[src/rtl/sap_1_controller_sequencer.sv]
// -----------------------------------------------------------------------------
// sap_1_controller_sequencer
//
// Control unit for the SAP-1 datapath. A six-state one-hot ring counter
// (T1..T6) advances on every rising clock edge. The control lines are
// combinational decodes of the ring state, a sticky halted flag and the
// opcode nibble from the instruction register.
//
// Ports:
//   Clk      in   system clock, rising edge
//   Clr      in   synchronous active-high reset (priority over everything)
//   opcode   in   instruction register upper nibble, stable T4..T6
//   t_state  out  one-hot ring state, bit0 = T1 ... bit5 = T6
//   Cp  Ep   out  PC increment / PC drives W bus
//   Lm       out  load memory address register
//   Ce       out  RAM drives W bus
//   Li  Ei   out  load IR / IR operand drives W bus
//   La  Ea   out  load accumulator / accumulator drives W bus
//   Su  Eu   out  subtract select / adder-subtractor drives W bus
//   Lb  Lo   out  load B register / load output register
//   Hlt      out  halted indication
// -----------------------------------------------------------------------------
module sap_1_controller_sequencer #(
    parameter logic [3:0] OP_LDA = 4'b0000,
    parameter logic [3:0] OP_ADD = 4'b0001,
    parameter logic [3:0] OP_SUB = 4'b0010,
    parameter logic [3:0] OP_OUT = 4'b1110,
    parameter logic [3:0] OP_HLT = 4'b1111
) (
    input  logic       Clk,
    input  logic       Clr,
    input  logic [3:0] opcode,
    output logic [5:0] t_state,
    output logic       Cp,
    output logic       Ep,
    output logic       Lm,
    output logic       Ce,
    output logic       Li,
    output logic       Ei,
    output logic       La,
    output logic       Ea,
    output logic       Su,
    output logic       Eu,
    output logic       Lb,
    output logic       Lo,
    output logic       Hlt
);

    typedef enum logic [5:0] {
        T1 = 6'b000001,
        T2 = 6'b000010,
        T3 = 6'b000100,
        T4 = 6'b001000,
        T5 = 6'b010000,
        T6 = 6'b100000
    } ring_e;

    ring_e t_state_q, t_state_d;
    logic  halted_q, halted_d;

    // State register
    always_ff @(posedge Clk) begin
        if (Clr) begin
            t_state_q <= T1;
            halted_q  <= 1'b0;
        end else begin
            t_state_q <= t_state_d;
            halted_q  <= halted_d;
        end
    end

    // Next-state logic
    always_comb begin
        t_state_d = T1;
        halted_d  = halted_q;
        if (halted_q) begin
            // Frozen until Clr; opcode is ignored.
            t_state_d = t_state_q;
        end else begin
            case (t_state_q)
                T1: t_state_d = T2;
                T2: t_state_d = T3;
                T3: t_state_d = T4;
                T4: begin
                    if (opcode == OP_HLT) begin
                        // Park in T4 so the frozen state shows where we stopped.
                        t_state_d = T4;
                        halted_d  = 1'b1;
                    end else begin
                        t_state_d = T5;
                    end
                end
                T5: t_state_d = T6;
                T6: t_state_d = T1;
                // A corrupted (non one-hot) ring recovers to T1.
                default: t_state_d = T1;
            endcase
        end
    end

    // Output decode
    always_comb begin
        Cp  = 1'b0;
        Ep  = 1'b0;
        Lm  = 1'b0;
        Ce  = 1'b0;
        Li  = 1'b0;
        Ei  = 1'b0;
        La  = 1'b0;
        Ea  = 1'b0;
        Su  = 1'b0;
        Eu  = 1'b0;
        Lb  = 1'b0;
        Lo  = 1'b0;
        Hlt = 1'b0;
        if (halted_q) begin
            Hlt = 1'b1;
        end else begin
            case (t_state_q)
                T1: begin
                    Ep = 1'b1;
                    Lm = 1'b1;
                end
                T2: begin
                    Cp = 1'b1;
                end
                T3: begin
                    Ce = 1'b1;
                    Li = 1'b1;
                end
                T4: begin
                    case (opcode)
                        OP_LDA, OP_ADD, OP_SUB: begin
                            Ei = 1'b1;
                            Lm = 1'b1;
                        end
                        OP_OUT: begin
                            Ea = 1'b1;
                            Lo = 1'b1;
                        end
                        OP_HLT: begin
                            Hlt = 1'b1;
                        end
                        default: ;
                    endcase
                end
                T5: begin
                    case (opcode)
                        OP_LDA: begin
                            Ce = 1'b1;
                            La = 1'b1;
                        end
                        OP_ADD, OP_SUB: begin
                            Ce = 1'b1;
                            Lb = 1'b1;
                        end
                        default: ;
                    endcase
                end
                T6: begin
                    case (opcode)
                        OP_ADD: begin
                            La = 1'b1;
                            Eu = 1'b1;
                        end
                        OP_SUB: begin
                            // Su only ever rises together with Eu.
                            La = 1'b1;
                            Eu = 1'b1;
                            Su = 1'b1;
                        end
                        default: ;
                    endcase
                end
                default: ;
            endcase
        end
    end

    assign t_state = t_state_q;

endmodule

[config.mk]
export PLATFORM = sky130hd
export DESIGN_NAME = sap_1_controller_sequencer
export DESIGN_NICKNAME = d
export VERILOG_FILES = /design/src/rtl/sap_1_controller_sequencer.sv
export SDC_FILE = /design/constraint.sdc
export NUM_CORES = 1
export LEC_CHECK = 0
export BUFFER_PORTS_ARGS = -buffer_cell sky130_fd_sc_hd__buf_2
export CORE_AREA = 3 3 40 42
export DETAILED_ROUTE_END_ITERATION = 10
export DIE_AREA = 0 0 43 45
export PLACE_DENSITY = 0.79
export SLEW_MARGIN = 10
export SYNTH_ARGS = -nofsm -noshare
export SYNTH_HDL_FRONTEND = slang
export SYNTH_SLANG_ARGS = --single-unit
[constraint.sdc]
create_clock -name Clk -period 2.4 [get_ports Clk]
set_clock_uncertainty 0.1 [all_clocks]
set_input_delay 0.48 -clock Clk [delete_from_list [all_inputs] [get_ports Clk]]
set_output_delay 0.48 -clock Clk [all_outputs]
set_load 0.02 [all_outputs]
==> impl_results.md <==
* Synthesis-stage register bit count at 7
* Setup Crit Path Kind: register to output port
* TritonCTS clock tree: built
* Portion of synthesized cell area occupied by the leading cell type at between 20 and 30%
* Placement-stage worst setup slack at slightly below 0.3 ns
* Cell Pwr Density at 574 nW/um2
* Synthesized area per cell at 7.34 um2
* Synthesized instance count at 74
* Fin. max-slew vios at 0
* First-pass detailed-route iteration total at 4
* Largest fanout on the critical path at 7
* Total die area at approximately 1900 um2
* Endpoint of the worst setup timing path: Ea
* Antenna violations before repair at 0
* Total track usage at between 10% and 20%
* Count of clock tree sinks at 7
* Number of global-route vias before repair at about 540
* Result of the run: finished, final reports clean
* Antenna Nets Post-Route at 0
* Initial core utilization at between 40% and 50%
* Most numerous cell types in the synthesized netlist: sky130_fd_sc_hd__nor2_1 (10), sky130_fd_sc_hd__dfxtp_1 (7), sky130_fd_sc_hd__nand2_1 (7)
* NumNets Final at 110
* Register-to-register setup slack at approximately 0.83 ns
* Routed WL at 1.51 mm
* Floorplan die height at roughly 45 um
* Number of synthesis warnings at 0
* Seq/Total Area, Yosys at roughly a quarter
* Avg Vias per Cell at about 5.4
* Clock H-tree levels at 1
* Number of gates resized after cts at 0
* Final number of setup-violating endpoints at 0
* Sw power at roughly 0.16 mW
* Max Clk Rate at 0.431 GHz
* Final Hold Violating Endpoints at 0
* Boundary Pins at 25
* Total DRC errors in the routed layout at 0
* P_leak at ~0.33 nW
* Number of synthesized flops with an enable pin at 0
* Count of max-cap constraint violations at 0
* Number of antenna diodes at 0
* Maximum number of pins on one net before global-route repair at 10
* Critical register-to-register path startpoint: t_state[0]$_SDFFE_PP1N_
* Chip Width at 43 um
* Wire length per cell after detailed routing at 12.8 um
* Initial detailed-routing violation count at 15
* Yosys cell types at 31
* Final min period at 2.32 ns
* Wire length of the first global-routing pass at 2.29 mm
* Syn nets at 80
* Data required time of the worst path at around 1.8 ns
* Total standard cell area after synthesis at ~540 um2
* Async S/R FF share, synth at 0%
* Actual slew at the worst max-slew pin at around 0.39 ns
* GPL Wtd Cong at approximately 0.8
* CTS Buf Count at 3
* Fraction of power spent switching nets at a little under two fifths
* Final setup margin at 0.0809 ns
* Endpoint kind of the worst setup timing path: output port
* Maximum ir drop on the vdd rail at 0.325 mV
* Global-route congestion overflow total at 0
* Cell type contributing the most total cell area after synthesis: sky130_fd_sc_hd__dfxtp_1
* Clock transition at the registers of the reported paths at 0.05 ns
* Class of the most critical hold timing path: input port to register
* Crit start category: register
* Overall via count from detail_route at between 600 and 700
* Rel. slew slack at between 70% and 80%
* Relative area change from synthesis to final layout at 34.1%
* Count of port buffers added during placement at 24
* Worst setup path startpoint: t_state[0]$_SDFFE_PP1N_
* Buffer levels on the longest clock path at 2
* Final total power at 0.418 mW
* HPWL after DPL at between 1 and 1.5 mm
* Number of cells on the worst reg-to-reg path at 4
* Internal power summed over all cells at roughly 0.26 mW
* Leading post-synthesis cells by cell area: sky130_fd_sc_hd__dfxtp_1 (26%), sky130_fd_sc_hd__nor2_1 (6.9%), sky130_fd_sc_hd__nand2_1 (4.8%)
* Final critical-path share of the clock period at a little over nine tenths
* Most frequently used cell type in the post-synthesis netlist: sky130_fd_sc_hd__nor2_1
* Combinational power share at roughly 40%
* Share of total power in sequential cells at a little over a third
* Clock tree root buffer cell: sky130_fd_sc_hd__clkbuf_4
* Skew-Pair Late Insertion Delay at between 0.2 and 0.25 ns
* Arr. time, crit path at about 1.7 ns
* Critical hold path startpoint: Clr
* Placement row count at 13
* Critical register-to-register path endpoint: t_state[3]$_SDFFE_PP0N_
* Most used flip-flop cell after synthesis: sky130_fd_sc_hd__dfxtp_1
* Clock group share of total power at around a quarter
* Core region area at 1280 um2
* Proportion of layout cells with a drive suffix above 1 at between 30% and 40%
-- critical path, cell delays in order (launching register included) --
cell and delay (ns):
sky130_fd_sc_hd__dfxtp_1 0.39, sky130_fd_sc_hd__nor4_4 0.46, sky130_fd_sc_hd__nand2_2 0.15, sky130_fd_sc_hd__nor4_4 0.28, sky130_fd_sc_hd__buf_2 0.21
-- repair_timing --
item | in CTS | in global routing
endpoints found under the hold margin | 0 | 0
hold buffers | 0 | 0
setup endpoints to repair | 0 | 2
buffers inserted | 0 | 3
-- sequential cells by signal, summed over array words and instances, names as in the netlist --
register	cells
t_state	6
halted_q	1
-- per-layer routing --
layer	track usage (%)	part of all wire (%)
met5	0	0
met4	7.23	0
met2	25.4	50
met1	19.9	44
met3	1.99	6.4
-- per-stage QoR --
stage | utilization (%) | setup TNS, ns | instances | hold slack, ns | instance area (um2)
floorplan | - | 0 | 74 | 0.473 | 552
global placement | 52.9 | 0 | 111 | 0.446 | 679
detailed placement | 52.9 | 0 | 111 | 0.449 | 679
CTS | 54.9 | 0 | 115 | 0.396 | 706
global route | 56.7 | -0.0571 | 118 | 0.410 | 728
finish | 56.7 | 0 | 118 | 0.401 | 728
-- layout make-up --
class	count	area [um2]
fill	131	557
inverter	5	18.8
tap	15	18.8
multi-input combinational	58	367
timing repair buffer	29	158
sequential	7	140
clock buffer	4	26.3
-- how the worst min path moves through the flow --
stage	end	slack [ns]	depth (start not counted)
final	t_state[3]$_SDFFE_PP0N_	0.40	2
after global routing	t_state[3]$_SDFFE_PP0N_	0.41	2
after CTS	t_state[3]$_SDFFE_PP0N_	0.40	2
after detailed placement	t_state[4]$_SDFFE_PP0N_	0.45	2
after global placement	t_state[4]$_SDFFE_PP0N_	0.45	2
after floorplan	halted_q$_SDFF_PP0_	0.47	2
-- cells in the final DEF (no fill, tap or decap), drive strengths merged --
cell type and count:
a21oi 5, nand4 2, nand3 4, o21ai 3, nand3b 1, o22a 1
a221oi 2, clkbuf 4, a32oi 2, or3 1, o2111ai 1, a31oi 1
nor2 10, and3 1, inv 5, nand2b 1, nor2b 4, and4 1
buf 29, dfxtp 7, nor3 5, nand4b 1, nor4 3, nand2 8
xor2 1
-- logic make-up (layout without fill, tap and decap cells) --
family	Yosys count	count (layout)	synth area share, %
AO/OA/AOI/OAI	15	15	20.5
AND/OR/NAND/NOR	42	42	43.8
buffers and inverters	9	38	8.29
XOR/XNOR	1	1	1.61
flip-flops	7	7	25.8
-- power groups by stage --
| stage | sequential, mW | clock [mW] | combinational, mW |
|---|---|---|---|
| finish | 0.149 | 0.103 | 0.167 |
| global route | 0.150 | 0.113 | 0.180 |
| CTS | 0.148 | 0.108 | 0.147 |
| detailed placement | 0.150 | 0 | 0.147 |
| global placement | 0.149 | 0 | 0.145 |
| floorplan | 0.153 | 0 | 0.0987 |
(Power assumes the default switching activity.)
